File: config.mk
export PLATFORM = sky130hd
export DESIGN_NAME = uart_rx_frame_deserializer
export DESIGN_NICKNAME = d
export VERILOG_FILES = /design/src/rtl/uart_pkg.sv /design/src/rtl/uart_rx_parity_chk.sv /design/src/rtl/uart_rx_frame_deserializer.sv
export SDC_FILE = /design/constraint.sdc
export NUM_CORES = 1
export LEC_CHECK = 0
export ABC_AREA = 1
export CAP_MARGIN = 20
export CORE_ASPECT_RATIO = 1.25
export CORE_UTILIZATION = 54
export DETAILED_ROUTE_END_ITERATION = 7
export GPL_TIMING_DRIVEN = 1
export MAX_ROUTING_LAYER = met4
export PLACE_DENSITY = 0.88
export SLEW_MARGIN = 20
export SYNTH_ARGS = -nofsm -noshare
export SYNTH_HDL_FRONTEND = slang
export SYNTH_SLANG_ARGS = --single-unit
File: constraint.sdc
create_clock -name clk -period 2.5 [get_ports clk]
set_input_delay 0.375 -clock clk [delete_from_list [all_inputs] [get_ports clk]]
set_output_delay 0.375 -clock clk [all_outputs]
set_load 0.01 [all_outputs]
File: src/rtl/uart_pkg.sv
// Shared types and constants for the UART receive frame deserializer.
package uart_pkg;

  localparam int MAX_WIDTH_DEF = 9;
  localparam int MIN_DATA_LEN  = 5;

  typedef enum logic [1:0] {
    S_IDLE = 2'd0,
    S_DATA = 2'd1,
    S_PAR  = 2'd2,
    S_WAIT = 2'd3
  } state_t;

endpackage

File: src/rtl/uart_rx_parity_chk.sv
// Parity checker: XOR of the data bits below len, the received parity bit and the odd/even select.
module uart_rx_parity_chk
  import uart_pkg::*;
#(
  parameter int MAX_WIDTH = MAX_WIDTH_DEF,
  parameter int CNT_W     = 4
) (
  input  logic [MAX_WIDTH-1:0] data,
  input  logic [CNT_W-1:0]     len,
  input  logic                 rx_parity,
  input  logic                 parity_odd,
  output logic                 par_err
);

  function automatic logic masked_xor(input logic [MAX_WIDTH-1:0] d, input logic [CNT_W-1:0] n);
    logic acc;
    acc = 1'b0;
    for (int i = 0; i < MAX_WIDTH; i++) begin
      if (CNT_W'(i) < n) acc = acc ^ d[i];
      else               acc = acc;
    end
    return acc;
  endfunction

  // Combined parity error over masked data, received bit and polarity
  always_comb par_err = masked_xor(data, len) ^ rx_parity ^ parity_odd;

endmodule

File: src/rtl/uart_rx_frame_deserializer.sv
// UART RX frame deserializer: indexed bit assembly, short/aborted frame handling, valid/ready output.
// Parity support is built only when UART_RX_PARITY_EN is defined.
module uart_rx_frame_deserializer
  import uart_pkg::*;
#(
  parameter int MAX_WIDTH = MAX_WIDTH_DEF,
  parameter int CNT_W     = 4
) (
  input  logic                 clk,
  input  logic                 rst,
  input  logic [CNT_W-1:0]     data_len,
  input  logic                 msb_first,
  input  logic                 parity_en,
  input  logic                 parity_odd,
  input  logic                 enable,
  input  logic                 sampled_bit,
  input  logic                 success,
  input  logic                 abort,
  input  logic                 out_ready,
  output logic                 out_valid,
  output logic [MAX_WIDTH-1:0] out_data,
  output logic                 parity_err,
  output logic                 frame_err,
  output logic                 overrun,
  output logic                 busy
);

  localparam logic [CNT_W-1:0] ONE_C  = CNT_W'(1);
  localparam logic [CNT_W-1:0] MAXW_C = CNT_W'(MAX_WIDTH);

  state_t                 state_r, state_nxt_s;
  logic [CNT_W-1:0]       len_r, count_r, idx_s;
  logic                   msb_r;
  logic [MAX_WIDTH-1:0]   shreg_r, shreg_nxt_s;
  logic                   start_s, bit_wr_s, par_wr_s, commit_s, short_s;
  logic                   cfg_par_en_s, lat_par_en_s, par_err_s;

  // State register
  always_ff @(posedge clk or negedge rst) begin
    if (!rst) state_r <= S_IDLE;
    else      state_r <= state_nxt_s;
  end

  // Next-state logic; abort outranks success, which outranks enable
  always_comb begin
    state_nxt_s = state_r;
    case (state_r)
      S_IDLE: begin
        if (!abort && enable) begin
          if (data_len <= ONE_C) state_nxt_s = cfg_par_en_s ? S_PAR : S_WAIT;
          else                   state_nxt_s = S_DATA;
        end else begin
          state_nxt_s = S_IDLE;
        end
      end
      S_DATA: begin
        if (abort || success)                            state_nxt_s = S_IDLE;
        else if (enable && ((count_r + ONE_C) >= len_r)) state_nxt_s = lat_par_en_s ? S_PAR : S_WAIT;
        else                                             state_nxt_s = S_DATA;
      end
      S_PAR: begin
        if (abort || success) state_nxt_s = S_IDLE;
        else if (enable)      state_nxt_s = S_WAIT;
        else                  state_nxt_s = S_PAR;
      end
      S_WAIT: begin
        if (abort || success) state_nxt_s = S_IDLE;
        else                  state_nxt_s = S_WAIT;
      end
      default: state_nxt_s = S_IDLE;
    endcase
  end

  // Per-state control strobes
  always_comb begin
    start_s  = 1'b0;
    bit_wr_s = 1'b0;
    par_wr_s = 1'b0;
    commit_s = 1'b0;
    short_s  = 1'b0;
    case (state_r)
      S_IDLE: begin
        start_s  = enable && !abort;
        bit_wr_s = enable && !abort;
      end
      S_DATA: begin
        bit_wr_s = enable && !abort && !success;
        short_s  = success && !abort;
      end
      S_PAR: begin
        par_wr_s = enable && !abort && !success;
        short_s  = success && !abort;
      end
      S_WAIT:  commit_s = success && !abort;
      default: commit_s = 1'b0;
    endcase
  end

  // Bit position: the first bit uses the live configuration, later bits the latched one
  always_comb begin
    if (state_r == S_IDLE) idx_s = msb_first ? (data_len - ONE_C) : {CNT_W{1'b0}};
    else                   idx_s = msb_r ? (len_r - ONE_C - count_r) : count_r;
  end

  // Indexed write into the assembly register
  always_comb begin
    shreg_nxt_s = start_s ? {MAX_WIDTH{1'b0}} : shreg_r;
    if (bit_wr_s && (idx_s < MAXW_C)) shreg_nxt_s[idx_s] = sampled_bit;
    else                              shreg_nxt_s = shreg_nxt_s;
  end

  // Frame configuration latch, bit counter and assembly register
  always_ff @(posedge clk or negedge rst) begin
    if (!rst) begin
      len_r   <= {CNT_W{1'b0}};
      msb_r   <= 1'b0;
      count_r <= {CNT_W{1'b0}};
      shreg_r <= {MAX_WIDTH{1'b0}};
    end else begin
      shreg_r <= shreg_nxt_s;
      if (start_s) begin
        len_r   <= data_len;
        msb_r   <= msb_first;
        count_r <= ONE_C;
      end else if (bit_wr_s) begin
        count_r <= count_r + ONE_C;
      end
    end
  end

`ifdef UART_RX_PARITY_EN
  logic par_en_r, par_odd_r, rx_par_r, chk_err_s;

  // Parity configuration and received parity bit
  always_ff @(posedge clk or negedge rst) begin
    if (!rst) begin
      par_en_r  <= 1'b0;
      par_odd_r <= 1'b0;
      rx_par_r  <= 1'b0;
    end else begin
      if (start_s) begin
        par_en_r  <= parity_en;
        par_odd_r <= parity_odd;
      end
      if (par_wr_s) rx_par_r <= sampled_bit;
    end
  end

  uart_rx_parity_chk #(.MAX_WIDTH(MAX_WIDTH), .CNT_W(CNT_W)) u_par_chk (
    .data       (shreg_r),
    .len        (len_r),
    .rx_parity  (rx_par_r),
    .parity_odd (par_odd_r),
    .par_err    (chk_err_s)
  );

  assign cfg_par_en_s = parity_en;
  assign lat_par_en_s = par_en_r;
  assign par_err_s    = par_en_r & chk_err_s;
`else
  logic unused_par_s;
  assign unused_par_s = parity_en ^ parity_odd ^ par_wr_s;
  assign cfg_par_en_s = 1'b0;
  assign lat_par_en_s = 1'b0;
  assign par_err_s    = 1'b0;
`endif

  // Output word register with overrun detection and one-cycle flags
  always_ff @(posedge clk or negedge rst) begin
    if (!rst) begin
      out_valid  <= 1'b0;
      out_data   <= {MAX_WIDTH{1'b0}};
      parity_err <= 1'b0;
      frame_err  <= 1'b0;
      overrun    <= 1'b0;
    end else begin
      frame_err <= short_s;
      overrun   <= 1'b0;
      if (commit_s) begin
        if (!out_valid || out_ready) begin
          out_valid  <= 1'b1;
          out_data   <= shreg_r;
          parity_err <= par_err_s;
        end else begin
          overrun <= 1'b1;
        end
      end else if (out_ready) begin
        out_valid <= 1'b0;
      end
    end
  end

  assign busy = (state_r != S_IDLE);

endmodule

==> results of run 1 <==
area by class of cell:
cell class,count,area [µm²],share of cell area
Clock buffer,5,68.8,0.0290
Clock inverter,3,42.5,0.0179
Inverter,36,138,0.0580
Multi-Input combinational cell,178,1010,0.426
Sequential cell,32,801,0.338
Tap cell,39,48.8,0.0206
Timing Repair Buffer,27,263,0.111
registers in the layout, indices dropped and copies added (netlist names):
signal / flops
out_data: 9
shreg_r: 9
count_r: 4
len_r: 4
state_r: 2
frame_err: 1
msb_r: 1
out_valid: 1
overrun: 1
layout by cell type (no fill, tap or decap), drive strengths merged, types with 2 or more instances in the layout:
master	synthesis	routed
a21oi	6	6
buf	2	3
clkbuf	3	5
clkdlybuf4s50	0	24
dfrtp	32	32
ha	14	14
inv	36	36
mux2	9	9
nand2	86	86
nand3	19	19
nand4	6	6
nor2	12	12
o21ai	14	14
o22ai	2	2
or2	2	2
xor2	2	2
per-layer routing:
layer  vias to the layer above  track usage  part of all wire
li1                        857            -                 -
met1                       755        0.263              0.43
met2                        46        0.353              0.50
met3                         5       0.0597             0.052
met4                         0        0.103             0.018
met5                         -            -                 0
stage by stage:
| step | std cells | power, mW | hold WS, ns |
|---|---|---|---|
| floorplan | 251 | 0.853 | 0.0794 |
| global placement | 312 | 0.954 | 0.487 |
| detailed placement | 312 | 0.967 | 0.493 |
| CTS | 320 | 1.47 | 0.484 |
| global route | 320 | 1.55 | 0.519 |
| finish | 320 | 1.46 | 0.475 |
power by group through the flow:
stage	Sequential, mW	Clock [mW]	Combinational, mW
after global routing	0.592	0.530	0.432
after detailed placement	0.596	0	0.371
after CTS	0.587	0.510	0.375
after global placement	0.594	0	0.360
final	0.587	0.498	0.373
after floorplan	0.594	0	0.259
worst max-delay path: stages, from the launching register on:
cell     delay, ns
dfrtp_1       0.39
inv_1         0.11
ha_1          0.17
inv_1         0.05
fa_1          0.48
nand2_1       0.05
nand3_1       0.10
o21ai_2       0.07
inv_1         0.08
nand3_2       0.08
or2_4         0.26
nand2_4       0.11
inv_4         0.06
nand2_1       0.06
nand2_1       0.06
kinds of logic (layout without fill, tap and decap cells):
group                    after synthesis  in the layout  share of synthesized area
AND/OR/NAND/NOR                      126            126                      0.274
flip-flops                            32             32                      0.405
adder cells (fa/ha/maj)               15             15                     0.0988
XOR/XNOR                               3              3                     0.0133
other                                  1              1                    0.00190
AO/OA/AOI/OAI                         24             24                     0.0722
buffers and inverters                 41             71                     0.0830
multiplexers                           9              9                     0.0513
worst min path at each step:
stage	end	slack [ns]
6_report	out_data[8]	0.48
5_1_grt	out_data[8]	0.52
4_1_cts	shreg_r[8]	0.48
3_5_place_dp	out_data[6]	0.49
3_3_place_gp	out_data[8]	0.49
2_1_floorplan	count_r[0]	0.08
==> results_dict.tcl, run 1 <==
set metrics [dict create \
    synth_area_mm2 0.00198 \
    drt_iter0_drc 42 \
    criticalPathCategory "reg -> reg" \
    crit_required_ns 2.68 \
    final_antenna_net_count 0 \
    tns_ns 0 \
    cp_max_fo 7 \
    htreeDepth 2 \
    placementRows 24 \
    synth_edf_count 0 \
    wl_per_cell_um 11.6 \
    vdd_drop_max_mv 0.712 \
    setup_violations 0 \
    postSynthAreaPerCell_um2 7.87 \
    reg2reg_depth 14 \
    layout_setup_ws_ns 0.253 \
    p_leak_nw 1.29 \
    netlist_instances 251 \
    fmax_ghz 0.445 \
    pre_cts_ws_ns 0.276 \
    synth_nets 280 \
    synthArstFlopShare 1.00 \
    clk_pin_slew_ns 0.07 \
    ys_top_cells_by_count "nand2_1, inv_1, dfrtp_1" \
    yosysTopAreaCellShare 0.405 \
    status "finished, final reports clean" \
    holdCritPathClass "in -> async" \
    numPortBuffers 24 \
    finalInstanceArea_mm2 0.00237 \
    powerDensity_mw_per_mm2 614 \
    ios 28 \
    vias_per_cell 5.20 \
    drt-pass1-iter-count 4 \
    drc 0 \
    ctsResizeCount 0 \
    via_count 1663 \
    synthFlopType "dfrtp_1" \
    fillCellCount 286 \
    maxCapViolations 0 \
    hold_buffers 0 \
    ys_types 31 \
    clk_latency_ns 0.29 \
    grt_overflow 0 \
    gp_congestion 0.812 \
    root_buffer "clkbuf_8" \
    period_minus_slack_ns 2.25 \
    crit_path_start_kind "flip-flop" \
    fin_util 0.681 \
    pwr-share-seq 0.403 \
    grt_use_total 0.223 \
    clk_path_buf_depth 2 \
    ys_ff_latch 32 \
    hold_viol 0 \
    diodes 0 \
    end_kind "flip-flop" \
    intPower_mw 1.00 \
    finClkSkew_ns 0.00463 \
    grt_pass1_wl_um 6560 \
    die_height_um 69.6 \
    cp.arrival_ns 2.43 \
    synth_top_area_cell "dfrtp_1" \
    combPwrFrac 0.256 \
    drive_above_1_share 0.107 \
    reg2reg_to "shreg_r[6]" \
    start_util 0.567 \
    switching_share 0.314 \
    hpwl_um 2680 \
    switching_power_uw 457 \
    syn_to_final_growth_pct 20.1 \
    clock_power_share 0.342 \
    synth.area.top_cells "dfrtp_1, nand2_1, ha_1, inv_1, mux2_2" \
    min_period_over_period 0.899 \
    yosys_warnings 0 \
    clock-sinks 32 \
    grt_max_degree 33 \
    totalWireLength_um 3700 \
    fin_nets 309 \
    die_area_mm2 0.00391 \
    placed_area_mm2 0.00226 \
    die-width_um 56.1 \
    reg2reg_slack_ns 0.25 \
    crit_end "shreg_r[6]" \
    cts_tree "yes" \
    grt_pass1_vias 1526 \
    antenna_found_initial 0 \
    drv_slew 0 \
    cp-startpoint "count_r[0]" \
    postCtsSetupBuffers 0 \
    r2r_start "count_r[0]" \
    synth_most_common_cell "nand2_1" \
    core_area_mm2 0.00348 \
    rsz0062_at_grt "no" \
    numCtsBuffers 5 \
    ys_seq_area_frac 0.405 \
]
Note: power is estimated with default switching activity, not from simulation.
==> run 2: changes to the inputs <==
--- a/config.mk
+++ b/config.mk
@@ -12,7 +12,7 @@
 export DETAILED_ROUTE_END_ITERATION = 7
 export GPL_TIMING_DRIVEN = 1
 export MAX_ROUTING_LAYER = met4
-export PLACE_DENSITY = 0.88
+export PLACE_DENSITY_LB_ADDON = 0.25
 export SLEW_MARGIN = 20
 export SYNTH_ARGS = -nofsm -noshare
 export SYNTH_HDL_FRONTEND = slang
==> run 2 against run 1 <==
  * Final cell count unchanged
  * Worst hold slack better by 0.013 ns
  * Core utilization unchanged
  * First-iteration DRC count up 31%
  * Maximum frequency down 0.22%
  * Combinational power about the same
  * Non-clock buffer count unchanged
  * Critical path type unchanged
  * Highest routed layer unchanged
==> results_dict.tcl, run 2 (same netlist as run 1, synthesis figures left out) <==
set metrics [dict create \
    totalWireLength_um 3790 \
    r2r_start "count_r[0]" \
    fin_util 0.681 \
    placementRows 24 \
    end_kind "flip-flop" \
    crit_required_ns 2.68 \
    reg_top3 "out_data: 9 flops, shreg_r: 9 flops" \
    clk_path_buf_depth 2 \
    switching_power_uw 459 \
    ios 28 \
    min_period_over_period 0.901 \
    switching_share 0.315 \
    via_count 1624 \
    die_area_mm2 0.00391 \
    pwr-share-seq 0.402 \
    final_cells 320 \
    clock-sinks 32 \
    numPortBuffers 24 \
    slowest_delay_ns 0.49 \
    tns_ns 0 \
    setup_violations 0 \
    maxCapViolations 0 \
    numCtsBuffers 5 \
    drive_above_1_share 0.107 \
    fmax_ghz 0.444 \
    finClkSkew_ns 0.00221 \
    drv_slew 0 \
    rsz0062_at_grt "no" \
    clock_power_share 0.341 \
    postCtsSetupBuffers 0 \
    placed_area_mm2 0.00226 \
    vias_per_cell 5.08 \
    cp.arrival_ns 2.43 \
    hold_buffers 0 \
    wl_per_cell_um 11.8 \
    crit_path_start_kind "flip-flop" \
    drc 0 \
    p_leak_nw 1.29 \
    grt_pass1_wl_um 6890 \
    intPower_uw 1000 \
    worstPathCellList "inv_1 -> ha_1 -> inv_1 -> fa_1 -> nand2_1 -> nand3_1 -> o21ai_2 -> inv_1 -> nand3_2 -> or2_4 -> nand2_4 -> inv_4 -> nand2_1 -> nand2_1" \
    die-width_um 56.1 \
    holdCritPathClass "in -> async" \
    fin_nets 309 \
    slowest_stage "fa_1" \
    grt_pass1_vias 1594 \
    die_height_um 69.6 \
    fillCellCount 305 \
    gp_congestion 0.840 \
    antenna_found_initial 0 \
    drt-pass1-iter-count 4 \
    powerDensity_mw_per_mm2 615 \
    clk_latency_ns 0.28 \
    diodes 0 \
    reg2reg_depth 14 \
    ctsResizeCount 0 \
    reg2reg_slack_ns 0.25 \
    p_total_mw 1.46 \
    grt_use_total 0.230 \
    finalInstanceArea_mm2 0.00237 \
    cts_tree "yes" \
    vdd_drop_max_mv 0.616 \
    start_util 0.567 \
    dp.cells 312 \
    criticalPathCategory "reg -> reg" \
    hold_viol 0 \
    grt_max_degree 33 \
    htreeDepth 2 \
    drt_iter0_drc 55 \
    status "finished, final reports clean" \
    combPwrFrac 0.257 \
    final_common_cell "nand2_1" \
    root_buffer "clkbuf_8" \
    core_area_mm2 0.00348 \
    period_minus_slack_ns 2.25 \
    final_antenna_net_count 0 \
    syn_to_final_growth_pct 20.1 \
    reg2reg_to "shreg_r[7]" \
    clk_pin_slew_ns 0.07 \
    hpwl_um 2780 \
    cp_max_fo 7 \
    final_cell_mix "nand2_1, inv_1, dfrtp_1" \
    grt_overflow 0 \
]
-- run 2: worst max path at each step --
stage	startpoint	to	slack [ns]	cells after the start
global route	count_r[0]	shreg_r[5]	0.05	14
floorplan	count_r[0]	shreg_r[1]	0.42	14
detailed placement	data_len[0]	shreg_r[7]	0.27	10
finish	count_r[0]	shreg_r[7]	0.25	14
global placement	count_r[0]	shreg_r[6]	0.29	14
CTS	count_r[0]	shreg_r[7]	0.24	14
-- run 2: metal layers --
layer | track usage | vias to the layer above | wire length [µm]
met5 | - | - | 0
met4 | 0.125 | 0 | 109
met3 | 0.0392 | 11 | 149
met2 | 0.354 | 35 | 1800
met1 | 0.288 | 727 | 1730
li1 | - | 851 | -
-- run 2: worst max-delay path: cells and delay by family, from the launching register on --
kind	cells	cell delay (ns)
compound gates	1	0.08
fa+ha+maj	2	0.66
buf+inv	4	0.30
flops	1	0.39
simple gates	7	0.73
-- run 2: layout make-up --
cell class / instances / area (µm²) / area share
clock buffers: 5 / 68.8 / 0.0290
clock inverters: 3 / 42.5 / 0.0179
inverters: 36 / 138 / 0.0580
multi-input cells: 178 / 1010 / 0.426
flip-flops and latches: 32 / 801 / 0.338
well taps: 39 / 48.8 / 0.0206
repair buffers: 27 / 263 / 0.111
-- run 2: through the flow --
step	hold slack, ns	setup WS, ns
2_1_floorplan	0.0794	0.425
3_3_place_gp	0.487	0.289
3_5_place_dp	0.493	0.272
4_1_cts	0.506	0.242
5_1_grt	0.527	0.0510
6_report	0.488	0.248
-- run 2: power by group through the flow --
stage,registers (mW),clock network (mW),logic (mW)
detailed placement,0.595,0,0.375
global route,0.593,0.529,0.443
CTS,0.587,0.509,0.376
finish,0.587,0.498,0.374
floorplan,0.594,0,0.259
global placement,0.594,0,0.364
